<file path="src/rtl/vga_dbg_pkg.sv">
// Shared colours, glyph codes, a constant log2 helper and the 5x7 hex glyph source table.
package vga_dbg_pkg;

  typedef struct packed {
    logic [2:0] r;
    logic [2:0] g;
    logic [1:0] b;
  } colour_t;

  localparam colour_t COL_BLACK  = 8'h00;
  localparam colour_t COL_WHITE  = 8'hFF;
  localparam colour_t COL_YELLOW = 8'hFC;
  localparam colour_t COL_BAND   = 8'h08;

  typedef enum logic [4:0] {
    GLYPH_0, GLYPH_1, GLYPH_2, GLYPH_3, GLYPH_4, GLYPH_5, GLYPH_6, GLYPH_7,
    GLYPH_8, GLYPH_9, GLYPH_A, GLYPH_B, GLYPH_C, GLYPH_D, GLYPH_E, GLYPH_F,
    GLYPH_BLANK
  } glyph_e;

  function automatic int clog2(input int v);
    int r;
    r = 0;
    while ((1 << r) < v) r++;
    return r;
  endfunction

  // Row r (0 = top) of a 5x7 glyph, MSB is the leftmost pixel; row 7 and the blank code are empty.
  function automatic logic [4:0] font_row5(input logic [4:0] code, input logic [2:0] r);
    logic [34:0] g;
    case (code)
      5'h0: g = 35'b01110_10001_10011_10101_11001_10001_01110;
      5'h1: g = 35'b00100_01100_00100_00100_00100_00100_01110;
      5'h2: g = 35'b01110_10001_00001_00010_00100_01000_11111;
      5'h3: g = 35'b11110_00001_00001_01110_00001_00001_11110;
      5'h4: g = 35'b00010_00110_01010_10010_11111_00010_00010;
      5'h5: g = 35'b11111_10000_11110_00001_00001_10001_01110;
      5'h6: g = 35'b00110_01000_10000_11110_10001_10001_01110;
      5'h7: g = 35'b11111_00001_00010_00100_01000_01000_01000;
      5'h8: g = 35'b01110_10001_10001_01110_10001_10001_01110;
      5'h9: g = 35'b01110_10001_10001_01111_00001_00010_01100;
      5'hA: g = 35'b01110_10001_10001_11111_10001_10001_10001;
      5'hB: g = 35'b11110_10001_10001_11110_10001_10001_11110;
      5'hC: g = 35'b01110_10001_10000_10000_10000_10001_01110;
      5'hD: g = 35'b11100_10010_10001_10001_10001_10010_11100;
      5'hE: g = 35'b11111_10000_10000_11110_10000_10000_11111;
      5'hF: g = 35'b11111_10000_10000_11110_10000_10000_10000;
      default: g = '0;
    endcase
    if (r == 3'd7) return 5'b00000;
    return g[(6 - int'(r)) * 5 +: 5];
  endfunction

endpackage

</file>
<file path="src/rtl/vga_debug_overlay_if.sv">
// Timing, channel data and colour bundle between the video source and the overlay.
interface vga_debug_overlay_if #(
  parameter int NUM_CH = 17,
  parameter int DATA_W = 16
);
  logic                     valid;
  logic [10:0]              addr_row;
  logic [10:0]              addr_column;
  logic                     frame_start;
  logic                     freeze;
  logic [NUM_CH*DATA_W-1:0] ch_data;
  logic [2:0]               red;
  logic [2:0]               green;
  logic [1:0]               blue;

  modport master (
    output valid, addr_row, addr_column, frame_start, freeze, ch_data,
    input  red, green, blue
  );

  modport slave (
    input  valid, addr_row, addr_column, frame_start, freeze, ch_data,
    output red, green, blue
  );
endinterface

</file>
<file path="src/rtl/vga_debug_overlay_hex_font_rom.sv">
// Combinational glyph ROM: scales the 5x7 source font into a CHAR_W x CHAR_H cell, MSB = leftmost pixel.
module hex_font_rom
  import vga_dbg_pkg::*;
#(
  parameter int CHAR_W   = 8,
  parameter int CHAR_H   = 16,
  parameter int ROW_BITS = (clog2(CHAR_H) > 0) ? clog2(CHAR_H) : 1
) (
  input  logic [4:0]          code,
  input  logic [ROW_BITS-1:0] grow,
  output logic [CHAR_W-1:0]   glyph_row
);

  int         src_row;
  logic [4:0] src_bits;

  always_comb begin
    glyph_row = '0;
    src_row   = (int'(grow) * 8) / CHAR_H;
    src_bits  = font_row5(code, 3'(src_row));
    // Source columns 5..7 form the inter-character gap.
    for (int c = 0; c < CHAR_W; c++) begin
      if ((c * 8) / CHAR_W < 5) glyph_row[CHAR_W-1-c] = src_bits[4 - (c * 8) / CHAR_W];
    end
  end

endmodule

</file>
<file path="src/rtl/vga_debug_overlay.sv">
// Hex debug text overlay with per-frame snapshot and freeze; CHANGE_HL_EN adds changed-line highlighting.
// Latency 3 cycles address-to-colour; free-running pipeline, never stalls, no backpressure.
module vga_debug_overlay
  import vga_dbg_pkg::*;
#(
  parameter int NUM_CH = 17,
  parameter int DATA_W = 16,
  parameter int CHAR_W = 8,
  parameter int CHAR_H = 16,
  parameter int X0     = 16,
  parameter int Y0     = 16
) (
  input  logic                clk,
  input  logic                reset,
  vga_debug_overlay_if.slave  bus
);

  localparam int NDIG   = DATA_W / 4;
  localparam int L      = 3 + NDIG;
  localparam int CW_LOG = clog2(CHAR_W);
  localparam int CH_LOG = clog2(CHAR_H);
  localparam int GCOL_B = (CW_LOG > 0) ? CW_LOG : 1;
  localparam int GROW_B = (CH_LOG > 0) ? CH_LOG : 1;

  localparam logic [11:0] ROW_LO = 12'(Y0);
  localparam logic [11:0] ROW_HI = 12'(Y0 + NUM_CH * CHAR_H);
  localparam logic [11:0] COL_LO = 12'(X0);
  localparam logic [11:0] COL_HI = 12'(X0 + L * CHAR_W);

  logic [DATA_W-1:0] snap [NUM_CH];

  always_ff @(posedge clk or negedge reset) begin
    if (!reset) begin
      for (int k = 0; k < NUM_CH; k++) snap[k] <= '0;
    end else if (bus.frame_start && !bus.freeze) begin
      for (int k = 0; k < NUM_CH; k++) snap[k] <= bus.ch_data[k*DATA_W +: DATA_W];
    end
  end

`ifdef CHANGE_HL_EN
  logic [DATA_W-1:0] prev [NUM_CH];
  logic [NUM_CH-1:0] changed;

  // prev always follows the outgoing snapshot, so a frozen display stops highlighting after one frame.
  always_ff @(posedge clk or negedge reset) begin
    if (!reset) begin
      for (int k = 0; k < NUM_CH; k++) prev[k] <= '0;
    end else if (bus.frame_start) begin
      for (int k = 0; k < NUM_CH; k++) prev[k] <= snap[k];
    end
  end

  always_comb begin
    changed = '0;
    for (int k = 0; k < NUM_CH; k++) changed[k] = (snap[k] != prev[k]);
  end
`endif

  // S1: box test and character-cell coordinates.
  logic [10:0] rel_row;
  logic [10:0] rel_col;
  logic        in_box;

  assign rel_row = bus.addr_row - 11'(Y0);
  assign rel_col = bus.addr_column - 11'(X0);
  assign in_box  = bus.valid
                && ({1'b0, bus.addr_row} >= ROW_LO) && ({1'b0, bus.addr_row} < ROW_HI)
                && ({1'b0, bus.addr_column} >= COL_LO) && ({1'b0, bus.addr_column} < COL_HI);

  logic              s1_vld;
  logic              s1_in_box;
  logic [5:0]        s1_line;
  logic [7:0]        s1_chr;
  logic [GROW_B-1:0] s1_grow;
  logic [GCOL_B-1:0] s1_gcol;

  always_ff @(posedge clk or negedge reset) begin
    if (!reset) begin
      s1_vld    <= 1'b0;
      s1_in_box <= 1'b0;
      s1_line   <= '0;
      s1_chr    <= '0;
      s1_grow   <= '0;
      s1_gcol   <= '0;
    end else begin
      s1_vld    <= bus.valid;
      s1_in_box <= in_box;
      s1_line   <= 6'(rel_row >> CH_LOG);
      s1_chr    <= 8'(rel_col >> CW_LOG);
      s1_grow   <= GROW_B'(rel_row);
      s1_gcol   <= GCOL_B'(rel_col);
    end
  end

  // S2: pick the glyph code for this cell and look up its row.
  logic [DATA_W-1:0] word;
  logic [4:0]        code;
  logic [CHAR_W-1:0] glyph_row;
  logic [CHAR_W-1:0] glyph_rev;

  always_comb begin
    word = '0;
    for (int k = 0; k < NUM_CH; k++) begin
      if (s1_line == 6'(k)) word = snap[k];
    end
    code = GLYPH_BLANK;
    if (s1_chr == 8'd0) begin
      code = {3'b000, s1_line[5:4]};
    end else if (s1_chr == 8'd1) begin
      code = {1'b0, s1_line[3:0]};
    end else begin
      for (int j = 0; j < NDIG; j++) begin
        if (s1_chr == 8'(3 + j)) code = {1'b0, word[(NDIG-1-j)*4 +: 4]};
      end
    end
  end

  hex_font_rom #(
    .CHAR_W   (CHAR_W),
    .CHAR_H   (CHAR_H),
    .ROW_BITS (GROW_B)
  ) u_font (
    .code      (code),
    .grow      (s1_grow),
    .glyph_row (glyph_row)
  );

  // Stored bit-reversed so S3 can index directly by gcol.
  always_comb begin
    glyph_rev = '0;
    for (int c = 0; c < CHAR_W; c++) glyph_rev[c] = glyph_row[CHAR_W-1-c];
  end

  logic              s2_vld;
  logic              s2_in_box;
  logic              s2_odd;
  logic [CHAR_W-1:0] s2_glyph;
  logic [GCOL_B-1:0] s2_gcol;

  always_ff @(posedge clk or negedge reset) begin
    if (!reset) begin
      s2_vld    <= 1'b0;
      s2_in_box <= 1'b0;
      s2_odd    <= 1'b0;
      s2_glyph  <= '0;
      s2_gcol   <= '0;
    end else begin
      s2_vld    <= s1_vld;
      s2_in_box <= s1_in_box;
      s2_odd    <= s1_line[0];
      s2_glyph  <= glyph_rev;
      s2_gcol   <= s1_gcol;
    end
  end

  colour_t fg;

`ifdef CHANGE_HL_EN
  logic line_chg;
  logic s2_chg;

  always_comb begin
    line_chg = 1'b0;
    for (int k = 0; k < NUM_CH; k++) begin
      if (s1_line == 6'(k)) line_chg = changed[k];
    end
  end

  always_ff @(posedge clk or negedge reset) begin
    if (!reset) s2_chg <= 1'b0;
    else        s2_chg <= line_chg;
  end

  assign fg = s2_chg ? COL_YELLOW : COL_WHITE;
`else
  assign fg = COL_WHITE;
`endif

  // S3: pixel select and colour rules, registered to the outputs.
  logic    pix;
  colour_t colour;
  colour_t colour_q;

  assign pix = s2_glyph[s2_gcol];

  always_comb begin
    colour = COL_BLACK;
    if (s2_vld && s2_in_box) begin
      if (pix)         colour = fg;
      else if (s2_odd) colour = COL_BAND;
    end
  end

  always_ff @(posedge clk or negedge reset) begin
    if (!reset) colour_q <= COL_BLACK;
    else        colour_q <= colour;
  end

  assign bus.red   = colour_q.r;
  assign bus.green = colour_q.g;
  assign bus.blue  = colour_q.b;

endmodule
</file>
<file path="src/flat_wrapper.sv">
// flat-port wrapper written by rule: the top's interface ports become plain ports
module vga_debug_overlay_flat import vga_dbg_pkg::*;
#(
  parameter int NUM_CH = 17,
  parameter int DATA_W = 16,
  parameter int CHAR_W = 8,
  parameter int CHAR_H = 16,
  parameter int X0     = 16,
  parameter int Y0     = 16
)
  (clk, reset, bus_valid, bus_addr_row, bus_addr_column, bus_frame_start, bus_freeze, bus_ch_data, bus_red, bus_green, bus_blue);
  vga_debug_overlay_if #(.NUM_CH(NUM_CH), .DATA_W(DATA_W)) bus_i ();
  input  logic clk;
  input  logic reset;
  input wire logic [$bits(bus_i.valid)-1:0] bus_valid;
  input wire logic [$bits(bus_i.addr_row)-1:0] bus_addr_row;
  input wire logic [$bits(bus_i.addr_column)-1:0] bus_addr_column;
  input wire logic [$bits(bus_i.frame_start)-1:0] bus_frame_start;
  input wire logic [$bits(bus_i.freeze)-1:0] bus_freeze;
  input wire logic [$bits(bus_i.ch_data)-1:0] bus_ch_data;
  output wire logic [$bits(bus_i.red)-1:0] bus_red;
  output wire logic [$bits(bus_i.green)-1:0] bus_green;
  output wire logic [$bits(bus_i.blue)-1:0] bus_blue;
  assign bus_i.valid = bus_valid;
  assign bus_i.addr_row = bus_addr_row;
  assign bus_i.addr_column = bus_addr_column;
  assign bus_i.frame_start = bus_frame_start;
  assign bus_i.freeze = bus_freeze;
  assign bus_i.ch_data = bus_ch_data;
  assign bus_red = bus_i.red;
  assign bus_green = bus_i.green;
  assign bus_blue = bus_i.blue;
  vga_debug_overlay #(.NUM_CH(NUM_CH), .DATA_W(DATA_W), .CHAR_W(CHAR_W), .CHAR_H(CHAR_H), .X0(X0), .Y0(Y0)) u_core (.clk(clk), .reset(reset), .bus(bus_i));
endmodule
</file>
<file path="config.mk">
export PLATFORM = sky130hd
export DESIGN_NAME = vga_debug_overlay_flat
export DESIGN_NICKNAME = d
export VERILOG_FILES = /design/src/rtl/vga_dbg_pkg.sv /design/src/rtl/vga_debug_overlay_if.sv /design/src/rtl/vga_debug_overlay_hex_font_rom.sv /design/src/rtl/vga_debug_overlay.sv /design/src/flat_wrapper.sv
export SDC_FILE = /design/constraint.sdc
export NUM_CORES = 1
export LEC_CHECK = 0
export BUFFER_PORTS_ARGS = -buffer_cell sky130_fd_sc_hd__buf_2
export CORE_UTILIZATION = 39
export DETAILED_ROUTE_END_ITERATION = 6
export PLACE_DENSITY = 0.59
export SLEW_MARGIN = 20
export SYNTH_ARGS = -nofsm -noshare
export SYNTH_HDL_FRONTEND = slang
export SYNTH_SLANG_ARGS = --single-unit
</file>
<file path="constraint.sdc">
create_clock -name clk -period 6.1 [get_ports clk]
set_input_delay 0.61 -clock clk [delete_from_list [all_inputs] [get_ports clk]]
set_output_delay 0.61 -clock clk [all_outputs]
set_load 0.02 [all_outputs]
</file>
Word level (Yosys, flattened, before mapping)
Memory sizes are Yosys's and may differ from the RTL's.
Index checks and enable logic that the tools add are counted.
{ "totals": {"rom_bits": 560, "elab_cells": 105, "ff_bits": 314, "ramBits": 0, "latchBits": 0, "mem_count": 1} }
{ "classes": {"magnitude_cmp": 5, "reduce_logical": 9, "muxes": 32, "n_addsub": 3, "bitwise_logic": 0, "div_mod_pow": 0, "shifts": 1, "n_eq_ne": 22, "n_mul": 1} }
{ "mem_list": {"columns": ["name", "depth", "width", "read_ports", "rd_clocked_by_memory_dff", "wr", "line", "text"], "rows": [
  ["(name not given)", 16, 35, 1, 0, 0, "vga_dbg_pkg.sv:31", "case (code)"]
]} }
{ "ops": {"columns": ["cell", "n"], "rows": [
  ["two-way mux 16 bit", 17],
  ["== test 6 x 4 -> 1 bit (second input constant)", 8],
  ["two-way mux 5 bit", 8],
  ["two-way mux 35 bit", 1],
  ["indexed part select 35 x 8 -> 5 bit", 1],
  ["== test 6 x 3 -> 1 bit (second input constant)", 4],
  ["== test 8 x 3 -> 1 bit (second input constant)", 3],
  [">= comparator 11 x 5 -> 1 bit (second input constant)", 2],
  ["two-way mux 8 bit", 2],
  ["== test 6 x 2 -> 1 bit (second input constant)", 2],
  ["less-than comparator 11 x 7 -> 1 bit (second input constant)", 1],
  ["less-than comparator 11 x 9 -> 1 bit (second input constant)", 1],
  ["subtractor 11 x 5 -> 11 bit (second input constant)", 1],
  ["subtractor 10 x 5 -> 10 bit (second input constant)", 1],
  ["== test 8 x 1 -> 1 bit (second input constant)", 1],
  ["== test 8 x 2 -> 1 bit (second input constant)", 1],
  ["logical NOT 8 bit", 1],
  ["multiplier 4 x 4 -> 8 bit (second input constant)", 1],
  ["== test 6 x 1 -> 1 bit (second input constant)", 1],
  ["== test 6 x 5 -> 1 bit (second input constant)", 1],
  ["logical AND 1 bit", 6],
  ["logical NOT 6 bit", 1],
  ["less-than comparator 3 x 4 -> 1 bit (second input constant)", 1],
  ["two-way mux 4 bit", 1],
  ["5 further kinds", 6]
]} }

Longest topological paths before layout
An unclocked memory read counts as a cell.
{ "logic_depth": {"ltp_word": 28, "mapped_depth": 24, "depth_no_buf": 18} }

Modules after synthesis
From an unflattened synthesis, not the netlist that was laid out.
{ "unflattened": {"hier_cells": 1448, "area_unflattened_um2": 16502.1} }
{ "by_module_without_submodules": {"columns": ["module", "instances", "area_each_um2", "seq_area_each_um2", "cells_each"], "rows": [
  ["vga_debug_overlay", 1, 14052.2, 7782.5, 1089],
  ["hex_font_rom", 1, 2449.8, 0.0, 359]
]} }

Least setup slack after synthesis
Ideal clock, no wire load.
{ "synth_timing": {"path_kind": "register -> register", "from": "register u_core.s1_grow[1]", "to": "register u_core.s2_glyph[3]", "setup_time_ns": 0.077, "required_time_ns": 6.023, "period_less_slack_ns": 4.282, "n_path_buf": 3, "stages_incl_launch_ff": 20, "slack_ns": 1.818, "arrival_ns": 4.204, "path_cell_list": "dfrtp_1 -> ha_1 -> inv_1 -> clkbuf_1 -> clkbuf_1 -> ha_1 -> ha_1 -> inv_1 -> fa_1 -> inv_1 -> ha_1 -> xor2_1 -> nand2_1 -> clkbuf_1 -> nor2_1 -> a221oi_1 -> or3_1 -> a221oi_1 -> mux2i_1 -> a21oi_1"} }
{ "synth_via": {"elab_chain_len": 4, "elab_cells_between_ends": 6, "classes_between": "add/sub (1); mul (1); eq/ne (1); shift (1); mux (2)"} }
{ "synth_lines": {"columns": ["item", "line", "text"], "rows": [
  ["from (decl)", "vga_debug_overlay.sv:74", "logic [GROW_B-1:0] s1_grow;"],
  ["from (signal assigned)", "vga_debug_overlay.sv:90", "s1_grow <= GROW_B'(rel_row);"],
  ["subtractor 3 x 3 -> 4 bit", "vga_dbg_pkg.sv:51", "return g[(6 - int'(r)) * 5 +: 5];"],
  ["multiplier 4 x 4 -> 8 bit", "vga_dbg_pkg.sv:51", null],
  ["indexed part select 35 x 8 -> 5 bit", "vga_dbg_pkg.sv:51", null],
  ["two-way mux 5 bit *", "vga_dbg_pkg.sv:51", null],
  ["named net u_core.glyph_row[4]", "vga_debug_overlay.sv:98", "logic [CHAR_W-1:0] glyph_row;"],
  ["to (signal assigned)", "vga_debug_overlay.sv:151", "s2_glyph <= glyph_rev;"],
  ["to (decl)", "vga_debug_overlay.sv:137", "logic [CHAR_W-1:0] s2_glyph;"]
]} }
Mark *: on every way through the listed nets, which the timed path passes. The rest lies on a longest branch.
A chain may end at the register's enable or synchronous reset.

Worst setup path after layout
{ "layout_timing": {"from": "register u_core.s1_line[2]", "to": "register u_core.s2_glyph[1]"} }
{ "layout_via": {"elab_chain_len": 28, "elab_cells_between_ends": 44, "classes_between": "eq/ne (16); shift (1); mux (25); reduce/logical (1); memory (1)"} }
{ "layout_lines": {"columns": ["item", "line", "text"], "rows": [
  ["from (decl)", "vga_debug_overlay.sv:72", "logic [5:0] s1_line;"],
  ["from (signal assigned)", "vga_debug_overlay.sv:88", "s1_line <= 6'(rel_row >> CH_LOG);"],
  ["logical NOT 6 bit", "vga_debug_overlay.sv:104", "if (s1_line == 6'(k)) word = snap[k];"],
  ["two-way mux 16 bit (17 in a row)", "vga_debug_overlay.sv:104", null],
  ["two-way mux 5 bit (4 in a row)", "vga_debug_overlay.sv:113", "if (s1_chr == 8'(3 + j)) code = {1'b0, word[(NDIG-1-j)*4 +: 4]};"],
  ["two-way mux 5 bit *", "vga_debug_overlay.sv:109", "end else if (s1_chr == 8'd1) begin"],
  ["two-way mux 5 bit *", "vga_debug_overlay.sv:107", "if (s1_chr == 8'd0) begin"],
  ["memory read (16 x 35 bit) *", null, null],
  ["two-way mux 35 bit *", "vga_dbg_pkg.sv:31", null],
  ["indexed part select 35 x 8 -> 5 bit *", "vga_dbg_pkg.sv:51", null],
  ["two-way mux 5 bit *", "vga_dbg_pkg.sv:51", null],
  ["named net u_core.glyph_row[6]", "vga_debug_overlay.sv:98", null]
]} }
Marked as above.

==> results.json <==
{
  "placed_area_um2": 19200,
  "multi_input_area_um2": 8610,
  "p_leak_nw": 8.67,
  "synth_warnings": 0,
  "clock-root-buffer": "clkbuf_16",
  "max-cap-violations": 0,
  "synth_top_area_share_pct": 45.0,
  "fmax_ghz": 0.180,
  "crit_fanout": 14,
  "skew_ns": 0.0206,
  "period_minus_slack_ns": 5.56,
  "core_area_um2": 43100,
  "cts_resized": 0,
  "timing.critical_path.slowest_stage_cell": "nor2b_1",
  "yosysSeqAreaShare_pct": 45.0,
  "crit_required_ns": 6.53,
  "cts_tree": "done",
  "drt_drc_violations_left": 0,
  "synthTopCellsByArea": "dfrtp_1, mux2_2, nand2_1",
  "cts_buffers": 37,
  "synthArstFlopShare_pct": 100,
  "initial_core_util_pct": 39.6,
  "grt_max_degree": 147,
  "synth-edff-count": 0,
  "worstMarginPinSlew_ns": 0.982,
  "clkTransAtPathRegs_ns": 0.05,
  "clock_sinks": 307,
  "fillers": 4008,
  "crit_buf_inv": 2,
  "grtUsageTotal_pct": 29.4,
  "rrSetupSlack_ns": 0.54,
  "slew_headroom_pct": 32.8,
  "cts-htree-levels": 2,
  "stdcell_count": 2420,
  "max_stage_delay_ns": 0.83,
  "crit_type": "flop to flop",
  "synth-seq-cells": 307,
  "endpoint_kind": "flop",
  "avgRoutedWirePerCell_um": 27.0,
  "antenna_found_initial": 3,
  "hold_violations": 0,
  "synthesis.nets": 1834,
  "dpl.hpwl_um": 50300,
  "syn_to_final_growth_pct": 19.7,
  "grt_pass1_vias": 14800,
  "mappedNetlistArea_um2": 17100,
  "cts_hold_buf": 0,
  "yosys_most_used_dff": "dfrtp_1",
  "status": "completed",
  "timing.setup.tns_ns": 0,
  "fp.dieW_um": 211,
  "drtPass1Iterations": 6,
  "drive_gt1_share_pct": 41.4,
  "postCtsSetupBuffers": 0,
  "postRouteWirelength_um": 65300,
  "crit_chain": "nor2b_1 > o2bb2ai_1 > o2111ai_1 > and4b_1 > a2111oi_2 > nand4_1 > o21ai_2 > inv_1 > ha_1 > inv_1 > o211ai_2 > o311ai_1 > a21bo_2 > o311ai_0 > a311o_1 > and4_1 > a31oi_1",
  "finalInstanceArea_um2": 20400,
  "post_drt_via_cell_ratio": 5.99,
  "dieHeight_um": 211,
  "finalNetCount": 2126,
  "num_rows": 76,
  "path_common_cell": "inv_1",
  "grt_overflow": 0,
  "ir_worst_vdd_mv": 0.222,
  "drt-initial-drc-count": 1488,
  "dp_cells": 2352,
  "ys_types": 108,
  "worstPathArrival_ns": 5.99,
  "crit_family": "compound AO/OA/AOI/OAI gates",
  "whs_ns": 0.117,
  "port_buffers": 306,
  "synthCells": 1515,
  "ant_nets": 0,
  "synth_top_cell_by_area": "dfrtp_1",
  "pwr_density_cell_nw_per_um2": 282,
  "setup_viol_count_final": 0,
  "ios": 307,
  "drv_slew": 0,
  "seqCellArea_um2": 7690,
  "post-route-period-util_pct": 91.1,
  "via_count": 14500,
  "die_area_um2": 44600,
  "hold_path_class": "primary input to async pin",
  "syn_avg_cell_area_um2": 11.3,
  "startpoint_type": "flop",
  "rsz0062_at_grt": "false",
  "grt_pass1_wl_um": 96500,
  "place.gp.congestion": 1.00,
  "clkLatencyLatePin_ns": 0.58,
  "clk_path_buf_depth": 3
}
-- where the power goes --
group,leakage [nW],switching (W),internal (W)
logic,4.50,0.000541,0.000490
clock network,0.558,0.000898,0.00126
registers,3.61,0.000237,0.00233
total,8.67,0.00168,0.00408
-- layout by cell type (no fill, tap or decap), types with 7 or more instances in the layout --
| cell type | instances |
|---|---|
| a211o_1 | 8 |
| o221ai_1 | 10 |
| ha_1 | 19 |
| clkbuf_1 | 10 |
| o211ai_1 | 15 |
| nor2_1 | 70 |
| xnor2_1 | 7 |
| nor4_1 | 10 |
| clkbuf_16 | 38 |
| and2_1 | 9 |
| a22oi_1 | 18 |
| a2bb2oi_1 | 8 |
| a21oi_1 | 41 |
| a32oi_1 | 9 |
| o21ai_0 | 53 |
| buf_2 | 305 |
| dfrtp_1 | 304 |
| o22ai_1 | 25 |
| xor2_1 | 7 |
| and3_1 | 15 |
| nor2b_1 | 14 |
| mux2_2 | 286 |
| nand2_1 | 93 |
| inv_1 | 34 |
| buf_4 | 58 |
| nand4_1 | 13 |
| o2bb2ai_1 | 9 |
| nand2b_1 | 12 |
| a31oi_1 | 13 |
| o31ai_1 | 10 |
| mux2i_1 | 31 |
| a211oi_1 | 7 |
| nand3_1 | 33 |
| o2111ai_1 | 9 |
| a221oi_1 | 12 |
| nor3_1 | 34 |
-- synth_stat cells (6+ instances only) --
cell type / n
dfrtp_1: 307
mux2_2: 286
nand2_1: 93
nor2_1: 70
clkbuf_1: 58
o21ai_0: 53
a21oi_1: 41
inv_1: 34
nor3_1: 34
nand3_1: 33
mux2i_1: 31
o22ai_1: 25
buf_2: 24
ha_1: 19
a22oi_1: 18
buf_4: 18
and3_1: 15
nor2b_1: 15
o211ai_1: 15
buf_6: 14
a31oi_1: 13
nand4_1: 13
a221oi_1: 12
nand2b_1: 12
nor4_1: 10
o221ai_1: 10
o31ai_1: 10
a32oi_1: 9
and2_1: 9
o2111ai_1: 9
o2bb2ai_1: 9
a211o_1: 8
a2bb2oi_1: 8
a211oi_1: 7
xnor2_1: 7
xor2_1: 7
a221o_1: 6
mux4_2: 6
o21ai_1: 6
-- kinds of logic (layout without fill, tap and decap cells) --
group / count (synthesis) / in the layout / share of synthesized area [%]
buffers and inverters: 152 / 467 / 4.53
AOI/OAI and AO/OA: 343 / 343 / 15.3
xor gates and xnor gates: 14 / 14 / 0.719
DFF: 307 / 307 / 45.0
muxes: 327 / 327 / 21.8
and+or+nand+nor: 352 / 352 / 11.1
adders and majority gates: 20 / 20 / 1.51
other: 0 / 5 / 0
-- final timing paths --
kind | startpoint | endpoint | depth (start not counted)
max in group asynchronous | reset | u_core.s1_line[2] | 2
max | u_core.s1_line[2] | u_core.s2_glyph[1] | 17
min reg2reg | u_core.s1_in_box | u_core.s2_in_box | 0
min | reset | u_core.snap[241] | 1
max reg2reg | u_core.s1_line[2] | u_core.s2_glyph[1] | 17
min in group clk | bus_addr_column[0] | u_core.s1_gcol[0] | 1
-- area by class of cell --
| class | instances | share of cell area [%] |
|---|---|---|
| clock buffers | 54 | 5.25 |
| repair buffers | 368 | 10.1 |
| inverters | 37 | 0.680 |
| multi-input cells | 1056 | 42.2 |
| clock inverters | 8 | 0.509 |
| flip-flops and latches | 307 | 37.7 |
| well taps | 585 | 3.58 |
| diodes | 5 | 0.0613 |
-- metrics by stage --
| stage | worst slack (ns) | util [%] | power [W] |
|---|---|---|---|
| floorplan | 1.82 | - | 0.00313 |
| global placement | 0.615 | 44.6 | 0.00360 |
| detailed placement | 0.743 | 44.6 | 0.00361 |
| CTS | 0.728 | 47.3 | 0.00579 |
| global route | 0.423 | 47.4 | 0.00597 |
| finish | 0.540 | 47.4 | 0.00576 |
-- metal layers --
metal  vias to the layer above  wire, µm  share of wire [%]  track usage, %
met4                         0      2780                4.3            12.1
li1                       6308         -                  -               -
met3                       163      4170                6.4            4.30
met1                      7349     28100                 43            39.9
met5                         -         0                  0               0
met2                       666     30300                 46            47.0
-- flip-flops by register name (all words and copies together) (netlist names), 3 cells and up --
| name | count |
|---|---|
| u_core.s1_chr | 8 |
| u_core.s1_gcol | 3 |
| u_core.s1_grow | 3 |
| u_core.s1_line | 6 |
| u_core.s2_gcol | 3 |
| u_core.s2_glyph | 5 |
| u_core.snap | 272 |
No activity file was read; power rests on OpenSTA's default activity.
